===== src/rtl/hap_pkg.sv =====
// Shared definitions for the Harvard processor: default widths, reset PC,
// control-flow opcodes and the fetch state encoding.
package hap_pkg;
  localparam int          DEF_ADDR_W   = 8;
  localparam int          DEF_INSTR_W  = 16;
  localparam logic [7:0]  DEF_RESET_PC = 8'h00;

  localparam logic [4:0] OP_BNE = 5'h10;
  localparam logic [4:0] OP_BEQ = 5'h11;
  localparam logic [4:0] OP_JMP = 5'h12;
  localparam logic [4:0] OP_JAL = 5'h13;
  localparam logic [4:0] OP_JR  = 5'h14;

  typedef enum logic [1:0] {
    IDLE = 2'd0,
    REQ  = 2'd1,
    DROP = 2'd2,
    HOLD = 2'd3
  } fetch_state_e;
endpackage


===== src/rtl/instr_fetch_if.sv =====
// Fetch-stage bus: instruction memory port, downstream valid/ready, redirect.
interface instr_fetch_if
  import hap_pkg::*;
#(
  parameter int ADDR_W  = DEF_ADDR_W,
  parameter int INSTR_W = DEF_INSTR_W
);
  logic               imem_req;
  logic [ADDR_W-1:0]  imem_addr;
  logic               imem_ack;
  logic [INSTR_W-1:0] imem_rdata;
  logic               instr_valid;
  logic               instr_ready;
  logic [INSTR_W-1:0] instr;
  logic [ADDR_W-1:0]  npc;
  logic               redir_valid;
  logic [ADDR_W-1:0]  redir_pc;

  modport master (
    output imem_req, imem_addr, instr_valid, instr, npc,
    input  imem_ack, imem_rdata, instr_ready, redir_valid, redir_pc
  );
  modport slave (
    input  imem_req, imem_addr, instr_valid, instr, npc,
    output imem_ack, imem_rdata, instr_ready, redir_valid, redir_pc
  );
endinterface


===== src/rtl/instr_fetch_pc_next.sv =====
// Next-PC select: redirect target wins, otherwise pc or pc+1 (wraps mod 2^ADDR_W).
module pc_next
  import hap_pkg::*;
#(
  parameter int ADDR_W = DEF_ADDR_W
) (
  input  logic [ADDR_W-1:0] pc,
  input  logic              inc,
  input  logic              redir_valid,
  input  logic [ADDR_W-1:0] redir_pc,
  output logic [ADDR_W-1:0] pc_inc,
  output logic [ADDR_W-1:0] pc_nxt
);
  assign pc_inc = pc + ADDR_W'(1);
  assign pc_nxt = redir_valid ? redir_pc : (inc ? pc_inc : pc);
endmodule


===== src/rtl/instr_fetch.sv =====
// Fetch stage: owns the PC, issues imem reads and presents {instr, npc}
// downstream; redirects discard any wrong-path fetch in flight or held.
module instr_fetch
  import hap_pkg::*;
#(
  parameter int                ADDR_W   = DEF_ADDR_W,
  parameter int                INSTR_W  = DEF_INSTR_W,
  parameter logic [ADDR_W-1:0] RESET_PC = ADDR_W'(DEF_RESET_PC)
) (
  input  logic          clk,
  input  logic          rst_n,
  instr_fetch_if.master bus
);
  fetch_state_e       state_q, state_d;
  logic [ADDR_W-1:0]  pc_q, pc_d, addr_q, addr_d, npc_q, npc_d;
  logic [INSTR_W-1:0] instr_q, instr_d;
  logic               req_q, req_d, valid_q, valid_d;
  logic [ADDR_W-1:0]  pc_inc, pc_nxt;
  logic               inc;

  assign inc = (state_q == REQ) && bus.imem_ack && !bus.redir_valid;

  pc_next #(.ADDR_W(ADDR_W)) u_pc_next (
    .pc          (pc_q),
    .inc         (inc),
    .redir_valid (bus.redir_valid),
    .redir_pc    (bus.redir_pc),
    .pc_inc      (pc_inc),
    .pc_nxt      (pc_nxt)
  );

  // pc follows pc_nxt in every state; only REQ+ack advances it by one.
  always_comb begin
    state_d = state_q;
    pc_d    = pc_nxt;
    addr_d  = addr_q;
    req_d   = req_q;
    valid_d = valid_q;
    instr_d = instr_q;
    npc_d   = npc_q;
    case (state_q)
      IDLE: begin
        state_d = REQ;
        req_d   = 1'b1;
        addr_d  = pc_nxt;
      end
      REQ: begin
        if (bus.redir_valid) begin
          if (bus.imem_ack) addr_d = pc_nxt;
          else              state_d = DROP;
        end else if (bus.imem_ack) begin
          instr_d = bus.imem_rdata;
          npc_d   = pc_inc;
          valid_d = 1'b1;
          req_d   = 1'b0;
          state_d = HOLD;
        end
      end
      DROP: begin
        if (bus.imem_ack) begin
          addr_d  = pc_nxt;
          state_d = REQ;
        end
      end
      HOLD: begin
        if (bus.redir_valid || bus.instr_ready) begin
          valid_d = 1'b0;
          req_d   = 1'b1;
          addr_d  = pc_nxt;
          state_d = REQ;
        end
      end
      default: state_d = IDLE;
    endcase
  end

  always_ff @(posedge clk or negedge rst_n) begin
    if (!rst_n) begin
      state_q <= IDLE;
      pc_q    <= RESET_PC;
      addr_q  <= RESET_PC;
      req_q   <= 1'b0;
      valid_q <= 1'b0;
      instr_q <= '0;
      npc_q   <= '0;
    end else begin
      state_q <= state_d;
      pc_q    <= pc_d;
      addr_q  <= addr_d;
      req_q   <= req_d;
      valid_q <= valid_d;
      instr_q <= instr_d;
      npc_q   <= npc_d;
    end
  end

  assign bus.imem_req    = req_q;
  assign bus.imem_addr   = addr_q;
  assign bus.instr_valid = valid_q;
  assign bus.instr       = instr_q;
  assign bus.npc         = npc_q;
endmodule


===== src/flat_wrapper.sv =====
// flat-port wrapper written by rule: the top's interface ports become plain ports
module instr_fetch_flat import hap_pkg::*;
#(
  parameter int                ADDR_W   = DEF_ADDR_W,
  parameter int                INSTR_W  = DEF_INSTR_W,
  parameter logic [ADDR_W-1:0] RESET_PC = ADDR_W'(DEF_RESET_PC)
)
  (clk, rst_n, bus_imem_req, bus_imem_addr, bus_instr_valid, bus_instr, bus_npc, bus_imem_ack, bus_imem_rdata, bus_instr_ready, bus_redir_valid, bus_redir_pc);
  instr_fetch_if #(.ADDR_W(ADDR_W), .INSTR_W(INSTR_W)) bus_i ();
  input  logic clk;
  input  logic rst_n;
  output wire logic [$bits(bus_i.imem_req)-1:0] bus_imem_req;
  output wire logic [$bits(bus_i.imem_addr)-1:0] bus_imem_addr;
  output wire logic [$bits(bus_i.instr_valid)-1:0] bus_instr_valid;
  output wire logic [$bits(bus_i.instr)-1:0] bus_instr;
  output wire logic [$bits(bus_i.npc)-1:0] bus_npc;
  input wire logic [$bits(bus_i.imem_ack)-1:0] bus_imem_ack;
  input wire logic [$bits(bus_i.imem_rdata)-1:0] bus_imem_rdata;
  input wire logic [$bits(bus_i.instr_ready)-1:0] bus_instr_ready;
  input wire logic [$bits(bus_i.redir_valid)-1:0] bus_redir_valid;
  input wire logic [$bits(bus_i.redir_pc)-1:0] bus_redir_pc;
  assign bus_imem_req = bus_i.imem_req;
  assign bus_imem_addr = bus_i.imem_addr;
  assign bus_instr_valid = bus_i.instr_valid;
  assign bus_instr = bus_i.instr;
  assign bus_npc = bus_i.npc;
  assign bus_i.imem_ack = bus_imem_ack;
  assign bus_i.imem_rdata = bus_imem_rdata;
  assign bus_i.instr_ready = bus_instr_ready;
  assign bus_i.redir_valid = bus_redir_valid;
  assign bus_i.redir_pc = bus_redir_pc;
  instr_fetch #(.ADDR_W(ADDR_W), .INSTR_W(INSTR_W), .RESET_PC(RESET_PC)) u_core (.clk(clk), .rst_n(rst_n), .bus(bus_i));
endmodule

===== config.mk =====
export PLATFORM = sky130hd
export DESIGN_NAME = instr_fetch_flat
export DESIGN_NICKNAME = d
export VERILOG_FILES = /design/src/rtl/hap_pkg.sv /design/src/rtl/instr_fetch_if.sv /design/src/rtl/instr_fetch_pc_next.sv /design/src/rtl/instr_fetch.sv /design/src/flat_wrapper.sv
export SDC_FILE = /design/constraint.sdc
export NUM_CORES = 1
export LEC_CHECK = 0
export BUFFER_PORTS_ARGS = -buffer_cell sky130_fd_sc_hd__buf_2
export CAP_MARGIN = 30
export CORE_UTILIZATION = 40
export CTS_BUF_LIST = sky130_fd_sc_hd__clkbuf_8
export DETAILED_ROUTE_END_ITERATION = 8
export GPL_ROUTABILITY_DRIVEN = 0
export GPL_TIMING_DRIVEN = 0
export SETUP_SLACK_MARGIN = 0.15
export SYNTH_ARGS = -nofsm -noshare
export SYNTH_HDL_FRONTEND = slang
export SYNTH_HIERARCHICAL = 1
export SYNTH_SLANG_ARGS = --single-unit

===== constraint.sdc =====
create_clock -name clk -period 5.5 [get_ports clk]
set_input_delay 0.55 -clock clk [delete_from_list [all_inputs] [get_ports clk]]
set_output_delay 0.55 -clock clk [all_outputs]
set_load 0.02 [all_outputs]

# Word level (Yosys, flattened, before mapping)
# Cells that the tools add are included.
# classes
add_sub_neg	1
n_eq_ne	10
muxes	20
bitwise_logic	1
reduce_logical	12
# op_table
operator	count
$mux 8	5
$pmux 8 s4	1
$reduce_and 4->1	3
$mux 2	5
$add 8x1->8 const B	1
$ne 2x2->1 const B	4
$pmux 2 s4	1
$mux 1	6
$ne 3x3->1 const B	2
$eq 2x2->1 const B	2
$pmux 1 s3	1
$reduce_and 3->1	1
$reduce_bool 3->1	1
$eq 2x1->1 const B	1
$logic_and 1x1->1	2
$logic_not 2->1	1
$ne 2x1->1 const B	1
$pmux 1 s2	1
$reduce_and 2->1	1
$reduce_bool 2->1	1
$logic_not 1->1	1
$logic_or 1x1->1	1
$not 1->1	1
# totals
reg_bits	44
inputBits	29
word_cells	51

# Logic depth before layout (Yosys ltp)
# logic_depth
ltp_word	8
depth_mapped	9

# Modules after synthesis
# Netlist, hierarchy kept.
# by_module_without_submodules
mod	instances	cells_per_inst	area_per_inst_um2
instr_fetch	1	117	1848.0
pc_next	1	56	345.3

# Worst setup path before layout
# No wires, ideal clock.
# synth_timing
kind	reg-to-reg
from	register u_core.state_q[1]
to	register u_core.addr_q[5], in the netlist u_core/bus.imem_addr[5]
setup_time_ns	0.065
arrival_ns	1.754
required_ns	5.435
path_slack_ns	3.682
path_stages_with_launch	10
path_buffers	1
synth_period_minus_slack_ns	1.818
cell_sequence	dfrtp_1 -> inv_1 -> ha_1 -> nand2_1 -> nor2_1 -> buf_4 -> nand4_2 -> or4_1 -> nand3_1 -> mux2_2
# synth_via
elab_chain_len	8
word_cells_on_any_way	15
cone_classes	eq/ne: 5; mux: 6; reduce/logical: 4
# synth_rtl
item	line	rtl
start, declared	instr_fetch.sv:14	fetch_state_e state_q, state_d;
start signal, assigned	instr_fetch.sv:87	state_q <= state_d;
$eq 2x1->1 (*)	instr_fetch.sv:21	assign inc = (state_q == REQ) && bus.imem_ack && !bus.redir_valid;
$logic_and 1x1->1 (*) (2 in series)	instr_fetch.sv:21	
via u_core.inc	instr_fetch.sv:19	logic inc;
$mux 8 (*) (2 in series)	instr_fetch_pc_next.sv:15	assign pc_nxt = redir_valid ? redir_pc : (inc ? pc_inc : pc);
$mux 8	instr_fetch.sv:49, instr_fetch.sv:60	
$mux 8	instr_fetch.sv:48	if (bus.redir_valid) begin
$pmux 8 s4 (*)	instr_fetch.sv:41	case (state_q)
via u_core.addr_d[5]	instr_fetch.sv:15	logic [ADDR_W-1:0] pc_q, pc_d, addr_q, addr_d, npc_q, npc_d;
end signal, assigned	instr_fetch.sv:89	addr_q <= addr_d;
end, declared	instr_fetch.sv:15	
# Mark *: on every way through the listed nets, which the timed path passes. The rest lies on a longest branch. The select of a mux whose other input is x is not followed.
# A chain may end at the register's enable or synchronous reset.

# Worst setup path in the final report
# Ends and elaborated chain as after synthesis.

==> impl_results.md <==
- Status: finished clean
- CTS tree: done
- H-tree depth: 2
- Post-synth EDFFs: 0
- Critical path type: reg -> reg
- Skew-Pair Late Insertion Delay: 290 ps
- N_diodes: 0
- Dpl cells: 306
- Synthesized net count: 207
- Largest net degree at the start of global routing: 27
- Skew final: 9.573 ps
- Total grt overflow: 0
- Non-filler cells in the finished layout: 314
- Cell area after technology mapping: 0.002193 mm2
- WHS: 195.1 ps
- Initial core utilization: 42.14%
- First-pass GRT wire length: 6982 um
- Port bufs: 62
- Initial DRT Pass Iterations: 4
- Final hold violations: 0
- Wire per inst: 12.98 um
- Logic gate share of total power: 46.2%
- CP required: 5740 ps
- Hold Crit Class: in -> async
- MaxCap Viol Count: 0
- Overall Global Routing Usage: 15.24%
- Worst EP arrival: 2350 ps
- Nets: 277
- Dpl hpwl: 3011 um
- Startpoint types: register
- Initial antenna violation count: 0
- Residual DRC: 0
- Core Rows: 26
- Synthesized instance count: 173
- Crit Path Max Fanout: 6
- Setup tns final: 0 ps
- Leak pwr: 0.001367 uW
- Cts hold-fix bufs: 0
- Clock slew at reported path FFs: 90 ps
- Die Area: 0.005784 mm2
- NetSw: 541.3 uW
- Synth-to-layout area growth: 24.59%
- Drt initial violations: 56
- Max frequency: 0.4743 GHz
- Clock tree buffer depth: 2
- Synth Flop Type: dfrtp_1
- Worst Max-Slew Pin Slew: 456.1 ps
- Crit. End Element: register
- Clock network power share: 17.6%
- Synthesis warning total: 6
- Via density: 4.768
- #FFs+latches synth: 44
- Die W: 76.05 um
- Clk root buf: clkbuf_8
- Switching Fraction: 36.64%
- Num ports: 63
- Final Cycle Share: 38.33%
- Vias in the first global route: 1483
- Place WS: 3358 ps
- Die Y: 76.05 um
- Setup violators final: 0
- CTS buffer count: 5
- Maximum vdd drop: 238.5 uV
- Synth async-reset ratio: 100.0%
- PwrDens: 540.6 mW/mm2
- Slew Limit Fails: 0
- RSZ-0062 raised after global routing: no
- Seq/Total Area, Yosys: 50.20%
- Via count: 1497
- P_int: 936.1 uW
- Synth unique cells: 36
- Core area: 0.005205 mm2
- Relative slew slack: 69.59%
- Post-cts sizing count: 0
- Post-CTS Setup Inserts: 0
- Period minus WS final: 2108 ps
- Final wirelength: 4076 um
- PnR worst setup slack: 3392 ps
- Synth Area per Inst: 12.68 um2
- Sequential power share: 36.3%
- Antenna Violating Nets Remaining: 0
- Clk sink count: 44
- Share of layout cells above drive strength 1: 47.54%
==> layer usage <==
metal / part of all wire (%) / wire length [um] / vias up / track usage, %
met5: 0 / 0 / - / 0
met4: 1.3 / 53 / 0 / 5.192
met3: 6.5 / 266 / 6 / 4.311
met2: 41 / 1673 / 63 / 22.55
met1: 51 / 2082 / 686 / 21.45
li1: - / - / 742 / -
==> path summary, 6_finish.rpt <==
| check | depth (start not counted) | startpoint | to | slack (ps) |
|---|---|---|---|---|
| worst min-delay path | 1 | rst_n | u_core/bus.imem_addr[4] | 200 |
| max in group asynchronous | 2 | rst_n | u_core/bus.npc[6] | 4820 |
| worst max register to register | 9 | u_core/state_q[1] | u_core/bus.imem_addr[5] | 3390 |
| worst min register to register | 1 | u_core/bus.npc[1] | u_core/bus.npc[1] | 510 |
| worst max-delay path | 9 | u_core/state_q[1] | u_core/bus.imem_addr[5] | 3390 |
| min in group clk | 3 | bus_redir_pc[6] | u_core/pc_q[6] | 490 |
==> power by group through the flow <==
stage          logic, uW  registers (uW)  clock network [uW]
2_1_floorplan        328             697                   0
3_3_place_gp         679             538                   0
3_5_place_dp         683             543                   0
4_1_cts              688             538                 268
5_1_grt              733             557                 284
6_report             682             536                 260
==> flip-flops by register name (all words and copies together) (netlist names) <==
| register | count |
|---|---|
| u_core/pc_q | 8 |
| u_core/bus.imem_req | 1 |
| u_core/bus.instr_valid | 1 |
| u_core/bus.npc | 8 |
| u_core/bus.instr | 16 |
| u_core/state_q | 2 |
| u_core/bus.imem_addr | 8 |
==> final cells by class <==
type / count / area (um2)
inverters: 5 / 18.77
multi-input cells: 114 / 975.9
plain buffers: 10 / 97.59
fillers: 483 / 2472
flip-flops and latches: 44 / 1101
clock inverters: 2 / 38.79
clock buffers: 6 / 82.58
repair buffers: 63 / 330.3
well taps: 70 / 87.58
==> cell usage in the layout (no fill, tap or decap), types with 3 or more instances in the layout <==
master and instances:
buf_2 63, dfrtp_1 44, mux2_4 20, nand2_1 14, mux2_2 13, nand3_1 8
nor2_1 7, xor2_1 7, clkbuf_8 6, o21ai_0 6, inv_1 5, ha_1 5
nand2b_1 3, buf_12 3, buf_4 3, xnor2_1 3, nor2b_1 3, or4_1 3
==> worst max-delay path, stage by stage (launching register included) <==
cell and delay, ps:
dfrtp_1 440, inv_1 110, ha_1 260, nand2_1 100
nor2_1 100, buf_4 170, nand4_2 170, or4_1 430
nand3_1 120, mux2_2 160
==> cells in the mapped netlist, types with 3 or more instances <==
cell type,count,share of area [%]
or4_1,3,1.0
nor2_1,7,1.2
o21ai_0,6,1.4
inv_1,5,0.86
nor2b_1,3,0.86
xor2_1,7,2.8
dfrtp_1,44,50
mux2_2,13,6.7
nand2_1,14,2.4
xnor2_1,3,1.2
mux2_4,20,14
ha_1,5,2.9
nand3_1,8,1.8
nand2b_1,3,0.86
buf_4,3,1.0
==> per-stage QoR <==
step           total power (uW)  cell area, um2  util [%]
2_1_floorplan              1025            2193         -
3_3_place_gp               1216            2591     49.78
3_5_place_dp               1227            2611     50.17
4_1_cts                    1494            2733     52.50
5_1_grt                    1574            2733     52.50
6_report                   1477            2733     52.50
==> cells by family (layout without fill, tap and decap cells) <==
kind of cell,after synthesis,count (layout),share of synthesized area [%]
AO/OA/AOI/OAI,16,16,4.963
XOR/XNOR,10,10,3.993
adder cells (fa/ha/maj),5,5,2.852
buffers and inverters,15,86,5.305
flip-flops,44,44,50.20
multiplexers,34,34,20.82
AND/OR/NAND/NOR,49,49,11.87
Note: power is estimated with default switching activity, not from simulation.
